[config.mk]
export PLATFORM = sky130hd
export DESIGN_NAME = load_store_unit
export DESIGN_NICKNAME = d
export VERILOG_FILES = /design/src/rtl/lsu_pkg.sv /design/src/rtl/lsu_load_align.sv /design/src/rtl/load_store_unit.sv
export SDC_FILE = /design/constraint.sdc
export NUM_CORES = 1
export LEC_CHECK = 0
export CAP_MARGIN = 20
export CORE_MARGIN = 5
export CORE_UTILIZATION = 36
export CTS_BUF_LIST = sky130_fd_sc_hd__clkbuf_8
export CTS_CLUSTER_DIAMETER = 80
export DETAILED_ROUTE_END_ITERATION = 8
export GPL_TIMING_DRIVEN = 0
export PLACE_DENSITY = 0.71
export SYNTH_ARGS = -nofsm -noshare
export SYNTH_HDL_FRONTEND = slang
export SYNTH_SLANG_ARGS = --single-unit
[constraint.sdc]
create_clock -name clk -period 3.25 [get_ports clk]
set_input_delay 0.65 -clock clk [delete_from_list [all_inputs] [get_ports clk]]
set_output_delay 0.65 -clock clk [all_outputs]
set_load 0.005 [all_outputs]
[src/rtl/lsu_pkg.sv]
// Shared types and constants for the load/store unit: FSM states, funct3 width codes,
// error codes and the request-legality helpers used by the IDLE decode.
package lsu_pkg;

    typedef enum logic [1:0] {
        S_IDLE = 2'd0,
        S_REQ  = 2'd1,
        S_DONE = 2'd2
    } lsu_state_e;

    localparam logic [2:0] F3_B  = 3'b000;
    localparam logic [2:0] F3_H  = 3'b001;
    localparam logic [2:0] F3_W  = 3'b010;
    localparam logic [2:0] F3_BU = 3'b100;
    localparam logic [2:0] F3_HU = 3'b101;

    localparam logic [1:0] ERR_NONE     = 2'b00;
    localparam logic [1:0] ERR_MISALIGN = 2'b01;
    localparam logic [1:0] ERR_ILLEGAL  = 2'b10;
    localparam logic [1:0] ERR_TIMEOUT  = 2'b11;

    function automatic logic load_f3_ok(input logic [2:0] f3);
        return (f3 == F3_B) || (f3 == F3_H) || (f3 == F3_W) ||
               (f3 == F3_BU) || (f3 == F3_HU);
    endfunction

    function automatic logic store_f3_ok(input logic [2:0] f3);
        return (f3 == F3_B) || (f3 == F3_H) || (f3 == F3_W);
    endfunction

    // funct3[1:0] carries the access size for every legal encoding (00 byte, 01 half, 10 word).
    function automatic logic misaligned(input logic [2:0] f3, input logic [1:0] off);
        return ((f3[1:0] == 2'b01) && off[0]) ||
               ((f3[1:0] == 2'b10) && (off != 2'b00));
    endfunction

endpackage

[src/rtl/lsu_load_align.sv]
// Combinational load extractor: selects the byte/halfword addressed by off from the
// memory word and sign- or zero-extends it according to funct3.
module lsu_load_align
    import lsu_pkg::*;
(
    input  logic [31:0] rdata,
    input  logic [1:0]  off,
    input  logic [2:0]  funct3,
    output logic [31:0] load_data
);

    logic [7:0]  byte_sel;
    logic [15:0] half_sel;

    always_comb begin
        byte_sel = rdata[{off, 3'b000} +: 8];
        half_sel = off[1] ? rdata[31:16] : rdata[15:0];
        case (funct3)
            F3_B:    load_data = {{24{byte_sel[7]}}, byte_sel};
            F3_BU:   load_data = {24'd0, byte_sel};
            F3_H:    load_data = {{16{half_sel[15]}}, half_sel};
            F3_HU:   load_data = {16'd0, half_sel};
            default: load_data = rdata;
        endcase
    end

endmodule

[src/rtl/load_store_unit.sv]
// Memory stage: turns an execute-stage access into a req/ready data-memory transaction
// and returns an extended load value with a one-cycle done pulse. Optional REQ watchdog: LSU_TIMEOUT_EN.
module load_store_unit
    import lsu_pkg::*;
#(
    parameter int ADDR_W         = 32,
    parameter int TIMEOUT_CYCLES = 255
) (
    input  logic              clk,
    input  logic              rst_n,
    input  logic              start,
    input  logic              mem_read,
    input  logic              mem_write,
    input  logic [2:0]        funct3,
    input  logic [ADDR_W-1:0] addr,
    input  logic [31:0]       store_data,
    output logic              dmem_req,
    output logic              dmem_we,
    output logic [ADDR_W-1:0] dmem_addr,
    output logic [31:0]       dmem_wdata,
    output logic [3:0]        dmem_wstrb,
    input  logic              dmem_ready,
    input  logic [31:0]       dmem_rdata,
    output logic [31:0]       load_data,
    output logic              done,
    output logic [1:0]        err_code,
    output logic              busy
);

    lsu_state_e        state_q, state_d;
    logic [ADDR_W-1:0] addr_q, addr_d;
    logic [2:0]        f3_q, f3_d;
    logic [31:0]       sd_q, sd_d;
    logic              we_q, we_d;
    logic [31:0]       load_data_q, load_data_d;
    logic [1:0]        err_q, err_d;

    logic [31:0]       aligned_data;
    logic [31:0]       lane_wdata;
    logic [3:0]        lane_wstrb;

    lsu_load_align u_align (
        .rdata     (dmem_rdata),
        .off       (addr_q[1:0]),
        .funct3    (f3_q),
        .load_data (aligned_data)
    );

`ifdef LSU_TIMEOUT_EN
    localparam int CNT_W = $clog2(TIMEOUT_CYCLES + 1);
    logic [CNT_W-1:0] cnt_q, cnt_d;

    // Counts REQ cycles already spent without dmem_ready; zero whenever not in REQ.
    assign cnt_d = (state_q == S_REQ) ? cnt_q + CNT_W'(1) : '0;

    always_ff @(posedge clk or negedge rst_n) begin
        if (!rst_n) cnt_q <= '0;
        else        cnt_q <= cnt_d;
    end
`endif

    always_comb begin
        // NOTE: every target gets a default first so no path can infer a latch.
        state_d     = state_q;
        addr_d      = addr_q;
        f3_d        = f3_q;
        sd_d        = sd_q;
        we_d        = we_q;
        load_data_d = load_data_q;
        err_d       = err_q;
        case (state_q)
            S_IDLE: begin
                if (start && (mem_read || mem_write)) begin
                    addr_d      = addr;
                    f3_d        = funct3;
                    sd_d        = store_data;
                    we_d        = mem_write;
                    load_data_d = '0;
                    if ((mem_read && mem_write) ||
                        (mem_read && !load_f3_ok(funct3)) ||
                        (mem_write && !store_f3_ok(funct3))) begin
                        err_d   = ERR_ILLEGAL;
                        state_d = S_DONE;
                    end else if (misaligned(funct3, addr[1:0])) begin
                        err_d   = ERR_MISALIGN;
                        state_d = S_DONE;
                    end else begin
                        err_d   = ERR_NONE;
                        state_d = S_REQ;
                    end
                end
            end
            S_REQ: begin
                if (dmem_ready) begin
                    load_data_d = we_q ? 32'd0 : aligned_data;
                    state_d     = S_DONE;
                end
`ifdef LSU_TIMEOUT_EN
                else if (cnt_q == CNT_W'(TIMEOUT_CYCLES - 1)) begin
                    load_data_d = '0;
                    err_d       = ERR_TIMEOUT;
                    state_d     = S_DONE;
                end
`endif
            end
            S_DONE:  state_d = S_IDLE;
            default: state_d = S_IDLE;
        endcase
    end

    always_ff @(posedge clk or negedge rst_n) begin
        // NOTE: sequential state uses non-blocking assignments so all flops update together.
        if (!rst_n) begin
            state_q     <= S_IDLE;
            addr_q      <= '0;
            f3_q        <= '0;
            sd_q        <= '0;
            we_q        <= 1'b0;
            load_data_q <= '0;
            err_q       <= ERR_NONE;
        end else begin
            state_q     <= state_d;
            addr_q      <= addr_d;
            f3_q        <= f3_d;
            sd_q        <= sd_d;
            we_q        <= we_d;
            load_data_q <= load_data_d;
            err_q       <= err_d;
        end
    end

    always_comb begin
        case (f3_q[1:0])
            2'b00: begin
                lane_wdata = {4{sd_q[7:0]}};
                lane_wstrb = 4'b0001 << addr_q[1:0];
            end
            2'b01: begin
                lane_wdata = {2{sd_q[15:0]}};
                lane_wstrb = 4'b0011 << addr_q[1:0];
            end
            default: begin
                lane_wdata = sd_q;
                lane_wstrb = 4'b1111;
            end
        endcase
    end

    // Bus outputs are qualified by REQ so they read zero in reset and between accesses.
    assign dmem_req   = (state_q == S_REQ);
    assign dmem_we    = dmem_req && we_q;
    assign dmem_addr  = dmem_req ? {addr_q[ADDR_W-1:2], 2'b00} : '0;
    assign dmem_wdata = dmem_we ? lane_wdata : 32'd0;
    assign dmem_wstrb = dmem_we ? lane_wstrb : 4'b0000;

    assign done      = (state_q == S_DONE);
    assign err_code  = done ? err_q : ERR_NONE;
    assign load_data = done ? load_data_q : 32'd0;
    assign busy      = (state_q != S_IDLE);

endmodule

# After elaboration in Yosys (flattened, before gate mapping)
# Cells that the tools add are included.
# totals
ff_bits,104
input_bits,105
output_inout_bits,106
# classes
eq_ne,14
shift,3
mux,20
reduce_logical,27
# op_table
operator,count
32-bit 2-to-1 mux,6
32-bit one-hot mux with 2 select lines,2
32-bit one-hot mux with 4 select lines,1
32-bit by 6-bit indexed part select with 8-bit output,1
16-bit 2-to-1 mux,1
3-bit == test (second input constant),4
2-bit 2-to-1 mux,6
1-bit logical OR,8
4-bit one-hot mux with 2 select lines,1
1-bit logical AND,7
2-bit by 1-bit == test with 1-bit output (second input constant),3
3-bit by 1-bit == test with 1-bit output (second input constant),2
3-bit logical NOT,2
2-bit nonzero test,3
2-bit == test (second input constant),2
2-bit logical NOT,2
4-bit 2-to-1 mux,1
2-bit one-hot mux with 2 select lines,1
2-bit AND reduction,2
1-bit by 2-bit left shift with 4-bit output (first input constant),1
2-bit by 2-bit left shift with 4-bit output (first input constant),1
3-bit by 2-bit == test with 1-bit output (second input constant),1
3-bit AND reduction,1
1-bit logical NOT,2
3 further kinds,3

# Longest topological paths before layout
# logic_depth
depth_word,12
ltp_mapped,7
ltp_nobuf,4

# By module
# Synthesis repeated with hierarchy kept, for this count alone.
# hier_totals
cells_unflattened,518
area_unflattened_um2,5784.3
# modules_own_cells
module,n_inst,cells_per_inst,area_per_inst_um2,seq_area_each_um2
load_store_unit,1,422,4938.5,2602.5
lsu_load_align,1,96,845.8,0.0

# Worst setup path after synthesis
# No wires, ideal clock.
# synth_timing
path_kind,reg2out
startpoint,register f3_q[1]
endpoint,output port dmem_wdata[16]
arrival_time_ns,1.295
path_slack_ns,1.305
stages_incl_launch_ff,6
cell_sequence,dfrtp_1 > buf_2 > clkbuf_1 > buf_2 > mux2i_1 > nor2_1
# synth_between
elab_chain_len,3
# synth_rtl
item,line,text
"start, declared",load_store_unit.sv:32,"logic [2:0] f3_q, f3_d;"
"start signal, assigned",load_store_unit.sv:116,f3_q <= '0;
"start signal, assigned",load_store_unit.sv:124,f3_q <= f3_d;
2-bit by 1-bit == test with 1-bit output or 2-bit logical NOT (tied branches),load_store_unit.sv:133,case (f3_q[1:0])
32-bit one-hot mux with 2 select lines *,load_store_unit.sv:133,
32-bit 2-to-1 mux *,load_store_unit.sv:153,assign dmem_wdata = dmem_we ? lane_wdata : 32'd0;
"end, declared",load_store_unit.sv:20,"output logic [31:0] dmem_wdata,"
# Every way passes the cells marked *; elsewhere a longest branch is shown, timed or not.

# Worst setup path after layout
# layout_timing
startpoint,register state_q[0]
endpoint,output port dmem_wstrb[1]
# layout_between
elab_chain_len,3
# layout_rtl
item,line,text
"start, declared",load_store_unit.sv:30,"lsu_state_e state_q, state_d;"
"start signal, assigned",load_store_unit.sv:122,state_q <= state_d;
2-bit by 1-bit == test with 1-bit output,load_store_unit.sv:150,assign dmem_req = (state_q == S_REQ);
1-bit logical AND,load_store_unit.sv:151,assign dmem_we = dmem_req && we_q;
4-bit 2-to-1 mux,load_store_unit.sv:154,assign dmem_wstrb = dmem_we ? lane_wstrb : 4'b0000;
"end, declared",load_store_unit.sv:21,"output logic [3:0] dmem_wstrb,"
# Every way passes these cells.

==> results.py <==
metrics = {
    "routing": {
        "drc": 0,
        "dr.pass1.iters": 6,
        "viasPerCell": 5.31,
        "dr.first_iter.drc_count": 249,
        "wirelength_um": 18700,
        "drt-wirelength-per-cell_um": 19.8,
        "num_vias": 4998,
        "antenna_left": 0,
    },
    "final_layout": {
        "drive_gt1_share_pct": 15.9,
        "num-fill-cells": 1337,
        "area_growth_pct": 46.4,
        "num_antenna_cells": 0,
        "nets": 853,
    },
    "flow_run": {
        "drv_cap": 0,
    },
    "sta": {
        "fin_crit_ns": 3.10,
        "worst_pin_slew_ns": 0.642,
        "max_freq_ghz": 0.323,
        "hold_violations": 0,
        "setup_violations": 0,
        "relSlewSlack_pct": 56.9,
        "finalClockSkew_ns": 0.00621,
        "drv_slew": 0,
        "finalCritPeriodShare_pct": 95.4,
        "fin_ws_ns": 0.150,
    },
    "clock_tree": {
        "ctsHoldBuffers": 0,
        "clock_sinks": 104,
        "clk_pin_slew_ns": 0.10,
        "postCtsSetupBuffers": 0,
        "cts_buffers": 9,
        "clockBufferDepth": 2,
        "clock_latency_ns": 0.39,
        "cts_tree": "yes",
        "cts_root_buf": "clkbuf_8",
        "h-tree-depth": 3,
    },
    "grt": {
        "grt_usage_pct": 20.8,
        "grt_first_pass_wirelength_um": 29200,
        "grt_max_degree": 68,
        "antenna_found_initial": 2,
        "grt.overflow.total": 0,
        "grt_pass1_vias": 5382,
    },
    "logic_synthesis": {
        "ys_ff_latch": 104,
        "syn_inst": 528,
        "ys_top_cells_by_count": "dfrtp_1 (104), mux2_2 (67), and2_1 (64)",
        "async_reset_ff_share_pct": 100,
        "synth.area.top_cells": "dfrtp_1 (47%), mux2_2 (14%), and2_1 (7.2%)",
        "ys_seq_area_share_pct": 46.8,
        "ys_warn_count": 0,
        "syn_area_per_cell_sq_um": 10.5,
        "synth.largest_area_cell": "dfrtp_1",
        "ys.flop_type": "dfrtp_1",
        "synth_edf_count": 0,
        "syn-cell-area_sq_um": 5560,
        "yosys.area.top_type_share_pct": 46.8,
        "yosysUniqueCellTypes": 41,
        "synthMostInstantiatedCell": "dfrtp_1",
    },
    "placement": {
        "port_buffers": 208,
        "place_ws_ns": 0.268,
        "gp_congestion": 0.875,
        "hpwlAfterDp_um": 14300,
    },
    "worst_setup_path": {
        "crit_arrival_ns": 2.45,
        "slowest_delay_ns": 0.53,
        "worst-endpoint-required_ns": 2.60,
        "worst-path-buf-inv": 4,
        "cp_cell_sequence": "inv_2 > nor2_2 > nand2_1 > clkbuf_2 > buf_2 > nor2_1 > clkdlybuf4s50_1",
        "worstPathMaxFanout": 10,
        "start_kind": "flip-flop",
        "slowest_stage": "clkdlybuf4s50_1",
        "path_class": "flip-flop to output pin",
        "critPathLaunch": "state_q[0]",
        "end_kind": "output pin",
        "rr_startpoint": "f3_q[1]",
        "crit_family": "buffers and inverters",
    },
    "pwr": {
        "p_leak_nw": 3.41,
        "p_switching_mw": 1.55,
        "switching_share_pct": 34.4,
        "max-vdd-ir-drop_mv": 0.313,
        "p_int_mw": 2.95,
        "finalPower_mw": 4.50,
        "power_frac_seq_pct": 41.1,
        "p_clk_share_pct": 20.8,
        "pwr-share-comb_pct": 38.1,
        "powerDensity_nw_per_um2": 553,
    },
    "floorplanning": {
        "core_sq_um": 15100,
        "die_w_um": 134,
        "initial_utilization_pct": 36.7,
        "ios": 211,
        "rows": 45,
        "dieHeight_um": 134,
        "die_area_sq_um": 18000,
    },
    "hold_path": {
        "worstHoldPathType": "input port to async pin",
    },
    "outcome": {
        "outcome": "complete, no violations",
    },
}
per-layer routing:
| layer | share of wire, % | global-route usage [%] | up-vias | routed length [um] |
|---|---|---|---|---|
| met5 | 0.14 | 0 | - | 27 |
| met4 | 2.1 | 7.07 | 4 | 397 |
| met3 | 11 | 7.54 | 33 | 1980 |
| met2 | 47 | 34.4 | 239 | 8770 |
| met1 | 40 | 25.1 | 2452 | 7480 |
| li1 | - | - | 2270 | - |
worst reg2reg max path, delay by kind of cell (launching register included):
kind                   cells  cell delay, ns
and+or+nand+nor            2            0.70
AOI/OAI and AO/OA          2            0.45
DFF                        1            0.41
buffers and inverters      2            0.39
cell usage in the layout, fill, tap and decap left out, types with 2 or more instances in the layout:
cell	count
dfrtp_1	104
nand2b_1	18
a22o_1	32
a21oi_1	20
nand3_1	14
o21ai_1	2
buf_2	9
inv_1	5
and2_1	64
nor2b_1	9
a222oi_1	6
mux2i_1	25
or2_2	2
bufinv_16	2
clkinvlp_4	3
mux2_2	67
buf_4	11
clkbuf_1	18
clkbuf_2	3
nand2_1	28
buf_1	2
and3_1	8
nor2_1	36
a31oi_1	3
conb_1	2
o21ai_0	20
nor2_2	2
clkbuf_8	9
clkdlybuf4s50_1	207
registers in the layout, indices dropped and copies added, names as in the netlist:
register,flops
state_q,2
f3_q,3
sd_q,32
addr_q,32
err_q,2
we_q,1
load_data_q,32
logic make-up after synthesis:
| kind of cell | after synthesis | share of synthesized area (%) |
|---|---|---|
| buf+inv | 51 | 4.46 |
| mux | 93 | 18.5 |
| compound gates | 90 | 11.5 |
| simple gates | 189 | 18.7 |
| flops | 104 | 46.8 |
| other cells | 1 | 0.0675 |
worst paths after layout:
kind / endpoint / slack [ns] / depth (start not counted)
worst max-delay path: dmem_wstrb[1] / 0.15 / 7
worst min-delay path: load_data_q[29] / 0.23 / 1
worst max register to register: load_data_q[23] / 1.25 / 6
worst min register to register: load_data_q[1] / 0.50 / 1
max in group asynchronous: sd_q[24] / 2.30 / 2
min in group clk: load_data_q[1] / 0.50 / 1
timing repair:
action,CTS,global route
cloned,0,0
resized for setup,3,6
endpoints found under the setup margin,11,24
pin swaps,0,0
power by group through the flow:
stage               combinational, mW  sequential [mW]  clock, mW
floorplan                        1.08             1.78          0
global placement                 1.68             1.84          0
detailed placement               1.73             1.86          0
CTS                              1.72             1.85      0.958
global route                     1.87             1.89       1.00
finish                           1.72             1.85      0.935
metrics by stage:
| stage | cells | utilization, % | setup TNS, ns | hold slack, ns | cell area, sq um |
|---|---|---|---|---|---|
| floorplan | 529 | - | 0 | 0.354 | 5560 |
| global placement | 925 | 52.0 | -252.80 | 0.468 | 7880 |
| detailed placement | 926 | 52.2 | 0 | 0.484 | 7900 |
| CTS | 941 | 53.7 | 0 | 0.229 | 8130 |
| global route | 941 | 53.7 | -0.0426 | 0.259 | 8140 |
| finish | 941 | 53.7 | 0 | 0.227 | 8140 |
final cells by class:
| class | count | area (sq um) | area share, % |
|---|---|---|---|
| Multi-Input combinational cell | 374 | 2720 | 33.4 |
| Sequential cell | 104 | 2600 | 32.0 |
| Timing Repair Buffer | 209 | 2110 | 25.9 |
| Tap cell | 188 | 235 | 2.89 |
| Buffer | 44 | 229 | 2.81 |
| Clock buffer | 9 | 124 | 1.52 |
| Clock inverter | 7 | 103 | 1.26 |
| Inverter | 6 | 22.5 | 0.277 |
Power figures use the tool's default switching activity.
